$ cat src/rtl/cpu_control.sv
// cpu_control: four-state instruction sequencer (FETCH, DECODE, EXEC, WB)
// placed directly upstream of the 8x8 register file. It accepts one
// instruction per FETCH handshake and drives the read addresses, ALU/mux
// controls and a one-cycle write-back strobe. It also maintains the PC.
//
// Ports:
//   CLK          rising-edge clock
//   RESET        asynchronous active-low reset
//   INSTRUCTION  instruction word: opcode[31:24] dest[18:16] src1[10:8]
//                src2[2:0] immediate[7:0]
//   INSTR_VALID  INSTRUCTION is valid (sampled only in FETCH)
//   INSTR_READY  high while in FETCH
//   PC           address of the next instruction to fetch
//   OUT1ADDRESS  register-file read port 1 address (src1)
//   OUT2ADDRESS  register-file read port 2 address (src2)
//   INADDRESS    register-file write address (dest)
//   WRITE        register-file write enable, one cycle in WB
//   ALUOP        000 forward, 001 add, 010 and, 011 or
//   IMMEDIATE    immediate field of the held instruction
//   MUX_IMM      ALU operand 2 comes from IMMEDIATE
//   MUX_NEG      ALU operand 2 is negated (sub)
//   ERROR        sticky illegal-opcode flag
module cpu_control #(
  parameter int unsigned         PC_WIDTH = 32,
  parameter int unsigned         PC_STEP  = 4,
  parameter logic [PC_WIDTH-1:0] RESET_PC = '0
) (
  input  logic                CLK,
  input  logic                RESET,
  input  logic [31:0]         INSTRUCTION,
  input  logic                INSTR_VALID,
  output logic                INSTR_READY,
  output logic [PC_WIDTH-1:0] PC,
  output logic [2:0]          OUT1ADDRESS,
  output logic [2:0]          OUT2ADDRESS,
  output logic [2:0]          INADDRESS,
  output logic                WRITE,
  output logic [2:0]          ALUOP,
  output logic [7:0]          IMMEDIATE,
  output logic                MUX_IMM,
  output logic                MUX_NEG,
  output logic                ERROR
);

  localparam logic [7:0] OP_LOADI = 8'h00;
  localparam logic [7:0] OP_MOV   = 8'h01;
  localparam logic [7:0] OP_ADD   = 8'h02;
  localparam logic [7:0] OP_SUB   = 8'h03;
  localparam logic [7:0] OP_AND   = 8'h04;
  localparam logic [7:0] OP_OR    = 8'h05;

  localparam logic [2:0] ALU_FWD = 3'b000;
  localparam logic [2:0] ALU_ADD = 3'b001;
  localparam logic [2:0] ALU_AND = 3'b010;
  localparam logic [2:0] ALU_OR  = 3'b011;

  typedef enum logic [1:0] {
    FETCH  = 2'd0,
    DECODE = 2'd1,
    EXEC   = 2'd2,
    WB     = 2'd3
  } state_t;

  state_t              state;
  logic [31:0]         ir;
  logic [PC_WIDTH-1:0] pc_next;

  logic                dec_legal;
  logic [2:0]          dec_aluop;
  logic                dec_imm;
  logic                dec_neg;

  // Only the opcode and dest fields are consumed after the accept edge;
  // the read addresses and immediate are captured directly from INSTRUCTION.
  logic unused_ir_bits;
  assign unused_ir_bits = ^{ir[23:19], ir[15:0]};

  // PC increment wraps modulo 2^PC_WIDTH
  assign pc_next = PC + PC_WIDTH'(PC_STEP);

  // Opcode decode of the held instruction
  always_comb begin
    dec_legal = 1'b1;
    dec_aluop = ALU_FWD;
    dec_imm   = 1'b0;
    dec_neg   = 1'b0;
    case (ir[31:24])
      OP_LOADI: dec_imm   = 1'b1;
      OP_MOV:   dec_aluop = ALU_FWD;
      OP_ADD:   dec_aluop = ALU_ADD;
      OP_SUB: begin
        dec_aluop = ALU_ADD;
        dec_neg   = 1'b1;
      end
      OP_AND:   dec_aluop = ALU_AND;
      OP_OR:    dec_aluop = ALU_OR;
      default:  dec_legal = 1'b0;
    endcase
  end

  // Sequencer: state and every output are updated together, so each output
  // already reflects the state being entered.
  always_ff @(posedge CLK or negedge RESET) begin
    if (!RESET) begin
      state       <= FETCH;
      ir          <= '0;
      PC          <= RESET_PC;
      INSTR_READY <= 1'b1;
      OUT1ADDRESS <= '0;
      OUT2ADDRESS <= '0;
      INADDRESS   <= '0;
      WRITE       <= 1'b0;
      ALUOP       <= '0;
      IMMEDIATE   <= '0;
      MUX_IMM     <= 1'b0;
      MUX_NEG     <= 1'b0;
      ERROR       <= 1'b0;
    end else begin
      case (state)
        FETCH: begin
          if (INSTR_VALID) begin
            // Read addresses must be valid for the whole DECODE cycle
            ir          <= INSTRUCTION;
            OUT1ADDRESS <= INSTRUCTION[10:8];
            OUT2ADDRESS <= INSTRUCTION[2:0];
            IMMEDIATE   <= INSTRUCTION[7:0];
            INSTR_READY <= 1'b0;
            state       <= DECODE;
          end
        end
        DECODE: begin
          if (dec_legal) begin
            ALUOP   <= dec_aluop;
            MUX_IMM <= dec_imm;
            MUX_NEG <= dec_neg;
            state   <= EXEC;
          end else begin
            // Illegal opcode retires without write-back
            ERROR       <= 1'b1;
            PC          <= pc_next;
            INSTR_READY <= 1'b1;
            state       <= FETCH;
          end
        end
        EXEC: begin
          WRITE     <= 1'b1;
          INADDRESS <= ir[18:16];
          state     <= WB;
        end
        WB: begin
          WRITE       <= 1'b0;
          PC          <= pc_next;
          INSTR_READY <= 1'b1;
          state       <= FETCH;
        end
        default: state <= FETCH;
      endcase
    end
  end

endmodule

$ cat config.mk
export PLATFORM = sky130hd
export DESIGN_NAME = cpu_control
export DESIGN_NICKNAME = d
export VERILOG_FILES = /design/src/rtl/cpu_control.sv
export SDC_FILE = /design/constraint.sdc
export NUM_CORES = 1
export LEC_CHECK = 0
export CORE_ASPECT_RATIO = 1.2
export CORE_MARGIN = 2
export CORE_UTILIZATION = 50
export DETAILED_ROUTE_END_ITERATION = 10
export MAX_ROUTING_LAYER = met4
export PLACE_DENSITY_LB_ADDON = 0.08
export SYNTH_ARGS = -nofsm -noshare
export SYNTH_HDL_FRONTEND = slang
export SYNTH_SLANG_ARGS = --single-unit
export TNS_END_PERCENT = 20
$ cat constraint.sdc
create_clock -name CLK -period 4.9 [get_ports CLK]
set_input_delay 0.98 -clock CLK [delete_from_list [all_inputs] [get_ports CLK]]
set_output_delay 0.98 -clock CLK [all_outputs]
set_load 0.05 [all_outputs]
# Word-level counts from Yosys, hierarchy flattened
# Index checks and enable logic that the tools add are counted.
# totals
regBits	91
latch_bits	0
mem_bits_rw	0
mem_bits_ro	0
inputBits	35
out_inout_bits	57
elab_cells	50
memories	0
# op_classes
n_addsub	1
multipliers	0
n_div	0
magnitude_cmp	0
eq_ne	10
shifts	0
muxes	13
n_bitwise	1
n_reduce_logical	12
# op_table
op	count
$pmux 32 s2	1
$add 32x3->32 const B	1
$mux 32	1
$eq 8x2->1 const B	2
$eq 8x3->1 const B	2
$eq 8x1->1 const B	1
$logic_not 8->1	1
$pmux 2 s4	1
$reduce_and 2->1	4
$pmux 2 s3	1
$reduce_or 6->1	1
$mux 1	5
$eq 2x2->1 const B	2
$mux 2	2
$ne 2x2->1 const B	2
$reduce_bool 2->1	2
$pmux 1 s3	1
$reduce_and 3->1	1
$reduce_bool 3->1	1
$eq 2x1->1 const B	1
$logic_not 2->1	1
$pmux 1 s2	1
$reduce_or 2->1	1
$not 1->1	1

# Logic depth before layout (Yosys ltp)
# Gate-level depths: netlist of run 1.
# depth
depth_word	5
mapped_depth	7
ltp_nobuf	5

# Least setup slack after synthesis of run 1
# OpenSTA, ideal clock, no wires.
# synth_timing
path_type	input-to-reg
start	input INSTR_VALID
end	register OUT1ADDRESS[0]
setup_time_ns	0.125
arrival_ns	2.008
required_ns	4.775
slack_ns	2.767
path_stages	3
path_buffers	1
cell_sequence	nor3b_1 buf_2 mux2_2
# synth_via
elab_chain_len	1
# synth_lines
element	line_no	source
start: declaration	31	input logic INSTR_VALID,
$reduce_and 2->1 (no source line)	n/a	
end signal: assignment	124	OUT1ADDRESS <= INSTRUCTION[10:8];
end: declaration	34	output logic [2:0] OUT1ADDRESS,
# Every way passes these cells.
# A chain may end at the register's enable or synchronous reset.

# Final worst setup path of run 1
# layout_timing
start	register INSTR_READY
end	output INSTR_READY
# layout_rtl
element	line_no	source
start: declaration	32	output logic INSTR_READY,
start signal: assignment	108	INSTR_READY <= 1'b1;
start signal: assignment	127	INSTR_READY <= 1'b0;
start signal: assignment	141	INSTR_READY <= 1'b1;
# No word-level cell between the ends.

==> results of run 1 <==
-- metrics by stage --
step / std cells / utilization (%) / hold WS, ns
global route: 370 / 67.3 / 0.509
global placement: 355 / 64.0 / 0.466
finish: 370 / 67.3 / 0.482
floorplan: 235 / - / 0.477
detailed placement: 355 / 64.0 / 0.470
CTS: 370 / 67.3 / 0.484
-- where the power goes --
group          switching [mW]  internal (mW)  leakage (nW)  total (mW)
clock network           0.193          0.244        0.0989       0.436
logic                   0.373          0.226         0.690       0.600
registers              0.0882          0.623         0.818       0.711
total                   0.655           1.09          1.61        1.75
-- cells in the mapped netlist --
cell	number	share of area, %
nor2b_1	1	0.22
inv_1	5	0.66
nor3_1	5	0.87
dfstp_2	1	0.92
and4_1	3	0.92
nor2_1	5	0.66
nand2_1	12	1.6
buf_2	4	0.70
o21ai_0	3	0.52
conb_1	1	0.13
or4_4	1	0.39
nor3_2	1	0.35
and3_1	9	2.0
o21bai_1	1	0.26
nor3b_1	1	0.26
nor4_1	3	0.66
clkbuf_1	1	0.13
a21boi_1	1	0.26
and2_1	2	0.44
buf_4	18	4.7
nand4_1	7	1.5
a211oi_1	2	0.52
dfrtp_1	63	55
a2111oi_4	1	0.96
mux2_2	29	11
buf_6	1	0.39
nand3_1	17	3.0
nand2b_1	3	0.66
xnor2_1	22	6.7
xor2_1	7	2.1
nor4b_1	1	0.31
a211o_1	1	0.31
ha_1	1	0.44
-- flip-flops by register name, indices dropped and copies added, names as in the netlist, 2 cells and up, named ones only --
register and count:
ALUOP 2, IMMEDIATE 5, INADDRESS 3, OUT1ADDRESS 2, OUT2ADDRESS 2, PC 30, ir 13
-- cell families after synthesis --
kind of cell / after synthesis / share of synthesized area (%)
simple gates: 71 / 13.8
flops: 64 / 56.0
xor+xnor: 29 / 8.87
mux: 29 / 11.4
buf+inv: 29 / 6.60
compound gates: 9 / 2.84
fa+ha+maj: 1 / 0.437
other cells: 1 / 0.131
-- cells in the final DEF (no fill, tap or decap), types with 5 or more instances in the layout --
| cell type | count |
|---|---|
| nand3_1 | 17 |
| nor3_1 | 5 |
| xor2_1 | 7 |
| mux2_2 | 29 |
| dfrtp_1 | 63 |
| clkbuf_8 | 10 |
| and3_1 | 9 |
| nand4_1 | 7 |
| xnor2_1 | 22 |
| clkdlybuf4s50_1 | 77 |
| nor2_1 | 5 |
| nand2_1 | 12 |
| inv_1 | 5 |
-- routing by layer --
layer  part of all wire (%)  wire (um)  vias up
met5                      0          0        -
met4                    2.1        108        0
met3                    4.4        229       10
met2                     49       2570       50
met1                     44       2300      967
li1                       -          -      921
-- worst min path at each step --
stage,cells after the start,to,slack [ns]
6_report,1,PC[31]$_DFFE_PN0P_,0.48
5_1_grt,1,PC[28]$_DFFE_PN0P_,0.51
4_1_cts,1,PC[31]$_DFFE_PN0P_,0.48
3_5_place_dp,1,PC[31]$_DFFE_PN0P_,0.47
3_3_place_gp,1,PC[31]$_DFFE_PN0P_,0.47
2_1_floorplan,1,INADDRESS[0]$_DFFE_PN0P_,0.48
-- layout make-up --
class                      instances  area, um^2
fill                             443        1830
tap                               64        80.1
clock inverter                     4        45.0
timing repair buffer              80         791
multi-input combinational        142        1080
sequential                        64        1600
clock buffer                      11         141
inverter                           5        18.8
==> metrics.yaml, run 1 <==
clocking:
  ctsHoldBuffers: 0
  cts-root-buf: "clkbuf_8"
  clockBufferDepth: 2
  cts.sinks: 64
  cts.htree.levels: 3
  cts_setup_buffers: 0
  insertion_delay_ns: 0.33
  cts_tree: "built"
  cts_buffers: 9
  cts_resized: 0
  clk_pin_slew_worst_paths_ns: 0.07
floorplan:
  coreArea_mm2: 0.00559
  die_w_um: 73.1
  start_util_pct: 51.2
  die_h_um: 86.9
  rows: 30
  die-area_mm2: 0.00635
  io_pins: 92
timing:
  slew_headroom_pct: 44.2
  worst_pin_slew_ns: 0.835
  max_freq_mhz: 378
  period_share_pct: 53.9
  rsz0062_at_grt: "no"
  setup_ws_ns: 2.26
  setup_viol: 0
  period_needed_ns: 2.64
  final_max_slew_viol_count: 0
  final_hold_viol_count: 0
  finalSetupTns_ns: 0
  fin_skew_ns: 0.00942
placed_design:
  pre_cts_ws_ns: 2.14
  numPortBuffers: 78
  placed_cell_area_mm2: 0.00358
  routabilityCongestion: 0.776
  dp_hpwl_mm: 3.78
final_layout:
  layout-drive-gt1-share_pct: 16.7
  nets: 338
  area_growth_pct: 31.4
  design_area_mm2: 0.00376
  antenna_cells: 0
drt:
  drt_iter0_drc: 64
  antenna_left: 0
  remaining_drc_errors: 0
  drt_wl_total_mm: 5.21
  vias: 1948
  first_pass_iters: 4
  routed_via_density: 5.26
  routedWlPerCell_um: 14.1
setup_path:
  max_stage_delay_ns: 0.81
  crit_type: "reg2out"
  crit_chain: "clkdlybuf4s50_1"
  path_buf_inv: 1
  crit_start: "INSTR_READY$_DFFE_PN1P_"
  critPathMaxFanout: 2
  r2r_cells: 5
  cp_num_cells: 1
  r2r_slack_ns: 2.79
  critPathArrivalTime_ns: 1.66
  end_kind: "output port"
  crit_path_end: "INSTR_READY"
  crit_path_start_kind: "flip-flop"
  timing.rr.end: "PC[15]$_DFFE_PN0P_"
  reg2reg_from: "ir[29]$_DFFE_PN0P_"
  required_ns: 3.92
  cp_top_family: "buffers and inverters"
  slowest_stage: "clkdlybuf4s50_1"
logic_synthesis:
  ys_warn_count: 0
  yosys.cell_types.count: 33
  ys_seq_area_share_pct: 56.0
  synth_cells: 233
  ys_ff_latch: 64
  synth_area_mm2: 0.00286
  syn-mean-instance-area_um2: 12.3
global_routing:
  met3_usage_pct: 4.17
  grt_remaining_overflow: 0
  antenna_found_initial: 0
  grt_pass1_wl_mm: 8.68
  grt_start_max_net_pins: 34
  grt_use_met1_pct: 23.3
  use_met2_pct: 28.0
  grt_usage_pct: 18.4
  grt.busiest_layer: "met2"
  grt_pass1_vias: 1838
run:
  drv_cap: 0
min_path:
  hold_start: "PC[31]$_DFFE_PN0P_"
  hold_class: "reg2reg"
power:
  power_mw: 1.75
  power.density_mw_per_mm2: 464
  p_leak_nw: 1.61
  peakVddDrop_mv: 0.291
outcome:
  outcome: "complete, no violations"
No activity file was read; power rests on OpenSTA's default activity.
==> inputs of run 2 (changes only) <==
CORE_UTILIZATION = 46   (was 50)
clock period = 2.65 ns   (was 4.9 ns; I/O delays follow)
==> run 2 against run 1 <==
Net effect: design area grew 1.9%; final cell count rose by 5.9%; clock power grew 110%; clock skew decreased by 0.0032 ns; power increased by 91%; via count is 0.36% lower; sequential share of layout area fell by 0.81 points; hold slack worse by 0.29 ns; combinational power increased by 87%; first-iteration DRC count is 36% higher; largest power group unchanged.
==> metrics.yaml, run 2 (synthesized netlist as in run 1, its figures left out) <==
global_routing:
  grt_pass1_vias: 2064
  grt_start_max_net_pins: 40
  grt_pass1_wl_mm: 9.38
  grt_remaining_overflow: 0
  grt_usage_pct: 17.5
  antenna_found_initial: 0
clocking:
  cts-root-buf: "clkbuf_8"
  cts_buffers: 9
  cts_resized: 0
  cts.sinks: 64
  cts_tree: "built"
  clk_pin_slew_worst_paths_ns: 0.06
  ctsHoldBuffers: 0
  insertion_delay_ns: 0.33
  clockBufferDepth: 2
  cts_setup_buffers: 0
  cts.htree.levels: 3
final_layout:
  layout-drive-gt1-share_pct: 17.1
  area_growth_pct: 33.9
  final_cell_mix: "clkdlybuf4s50_1, dfrtp_1, mux2_2"
  nets: 341
  ff_latch_area_mm2: 0.00160
  multiInputGateArea_mm2: 0.00108
  instances_no_fill: 392
  regMostFlops: "PC"
  largest_reg_flops: 30
  fin_util_pct: 63.8
  fillerInstances: 495
  mostFrequentLayoutCell: "clkdlybuf4s50_1"
  top_regs: "PC: 30 flops, ir: 13 flops, IMMEDIATE: 5 flops"
  antenna_cells: 0
floorplan:
  coreArea_mm2: 0.00601
  die_h_um: 90.4
  start_util_pct: 47.6
  io_pins: 92
  die_w_um: 76.0
  rows: 31
  die-area_mm2: 0.00688
timing:
  setup_viol: 0
  worst_pin_slew_ns: 0.516
  rsz0062_at_grt: "no"
  final_max_slew_viol_count: 0
  period_needed_ns: 2.20
  finalSetupTns_ns: 0
  final_hold_viol_count: 0
  fin_skew_ns: 0.00619
  slew_headroom_pct: 65.5
  max_freq_mhz: 455
  period_share_pct: 82.9
setup_path:
  crit_path_start_kind: "flip-flop"
  r2r_slack_ns: 0.67
  path_buf_inv: 1
  crit_chain: "clkdlybuf4s50_1"
  critPathArrivalTime_ns: 1.67
  crit_type: "reg2out"
  end_kind: "output port"
  required_ns: 2.12
  critPathMaxFanout: 2
  timing.rr.end: "MUX_IMM$_DFFE_PN0P_"
  r2r_cells: 3
  reg2reg_from: "ir[29]$_DFFE_PN0P_"
  cp_top_family: "buffers and inverters"
  max_stage_delay_ns: 0.81
  slowest_stage: "clkdlybuf4s50_1"
placed_design:
  placedCellCount: 376
  numPortBuffers: 78
  dp_hpwl_mm: 3.81
  routabilityCongestion: 0.803
power:
  power.density_mw_per_mm2: 871
  seq_power_share_pct: 39.4
  p_sw_mw: 1.21
  p_comb_share_pct: 33.4
  clockPowerShare_pct: 27.2
  p_leak_nw: 1.63
  p_int_mw: 2.13
  power_mw: 3.34
  switching_share_pct: 36.2
  peakVddDrop_mv: 0.496
drt:
  vias: 1941
  drt_wl_total_mm: 5.28
  routedWlPerCell_um: 13.5
  routed_via_density: 4.95
  remaining_drc_errors: 0
  first_pass_iters: 4
  antenna_left: 0
  drt_iter0_drc: 87
run:
  drv_cap: 0
min_path:
  hold_class: "in2async"
outcome:
  outcome: "complete, no violations"
[run 2: layer usage]
metal,track usage (%),vias up,part of all wire (%)
met5,-,-,0
li1,-,931,-
met4,9.55,0,1.7
met2,29.2,61,52
met3,3.50,10,4.9
met1,19.8,939,41
[run 2: worst max-delay path by stage]
stage / slack (ns) / depth (start not counted) / start / to
floorplan: 0.72 / 5 / PC[12]$_DFFE_PN0P_ / PC[30]$_DFFE_PN0P_
CTS: 0.43 / 1 / INSTR_READY$_DFFE_PN1P_ / INSTR_READY
global route: 0.41 / 1 / INSTR_READY$_DFFE_PN1P_ / INSTR_READY
finish: 0.45 / 1 / INSTR_READY$_DFFE_PN1P_ / INSTR_READY
global placement: 0.67 / 4 / INSTR_VALID / OUT2ADDRESS[1]$_DFFE_PN0P_
detailed placement: 0.66 / 4 / INSTR_VALID / OUT2ADDRESS[1]$_DFFE_PN0P_
[run 2: layout make-up]
cell class / count / share of cell area, %
inverter: 5 / 0.489
clock inverter: 3 / 1.70
tap: 82 / 2.67
timing repair buffer: 83 / 21.2
multi-input combinational: 142 / 28.3
clock buffer: 13 / 3.88
sequential: 64 / 41.8
[run 2: stage by stage]
step	instance area, um^2	worst slack (ns)	hold slack (ns)
2_1_floorplan	2870	0.723	0.234
3_3_place_gp	3620	0.672	0.464
3_5_place_dp	3620	0.661	0.465
4_1_cts	3840	0.425	0.192
5_1_grt	3840	0.409	0.222
6_report	3840	0.452	0.192
[run 2: power groups by stage]
stage	registers [mW]	logic, mW	clock network [mW]
global route	1.35	1.17	0.972
floorplan	1.58	0.562	0
finish	1.31	1.12	0.910
detailed placement	1.34	1.13	0
global placement	1.33	1.12	0
CTS	1.32	1.13	0.926
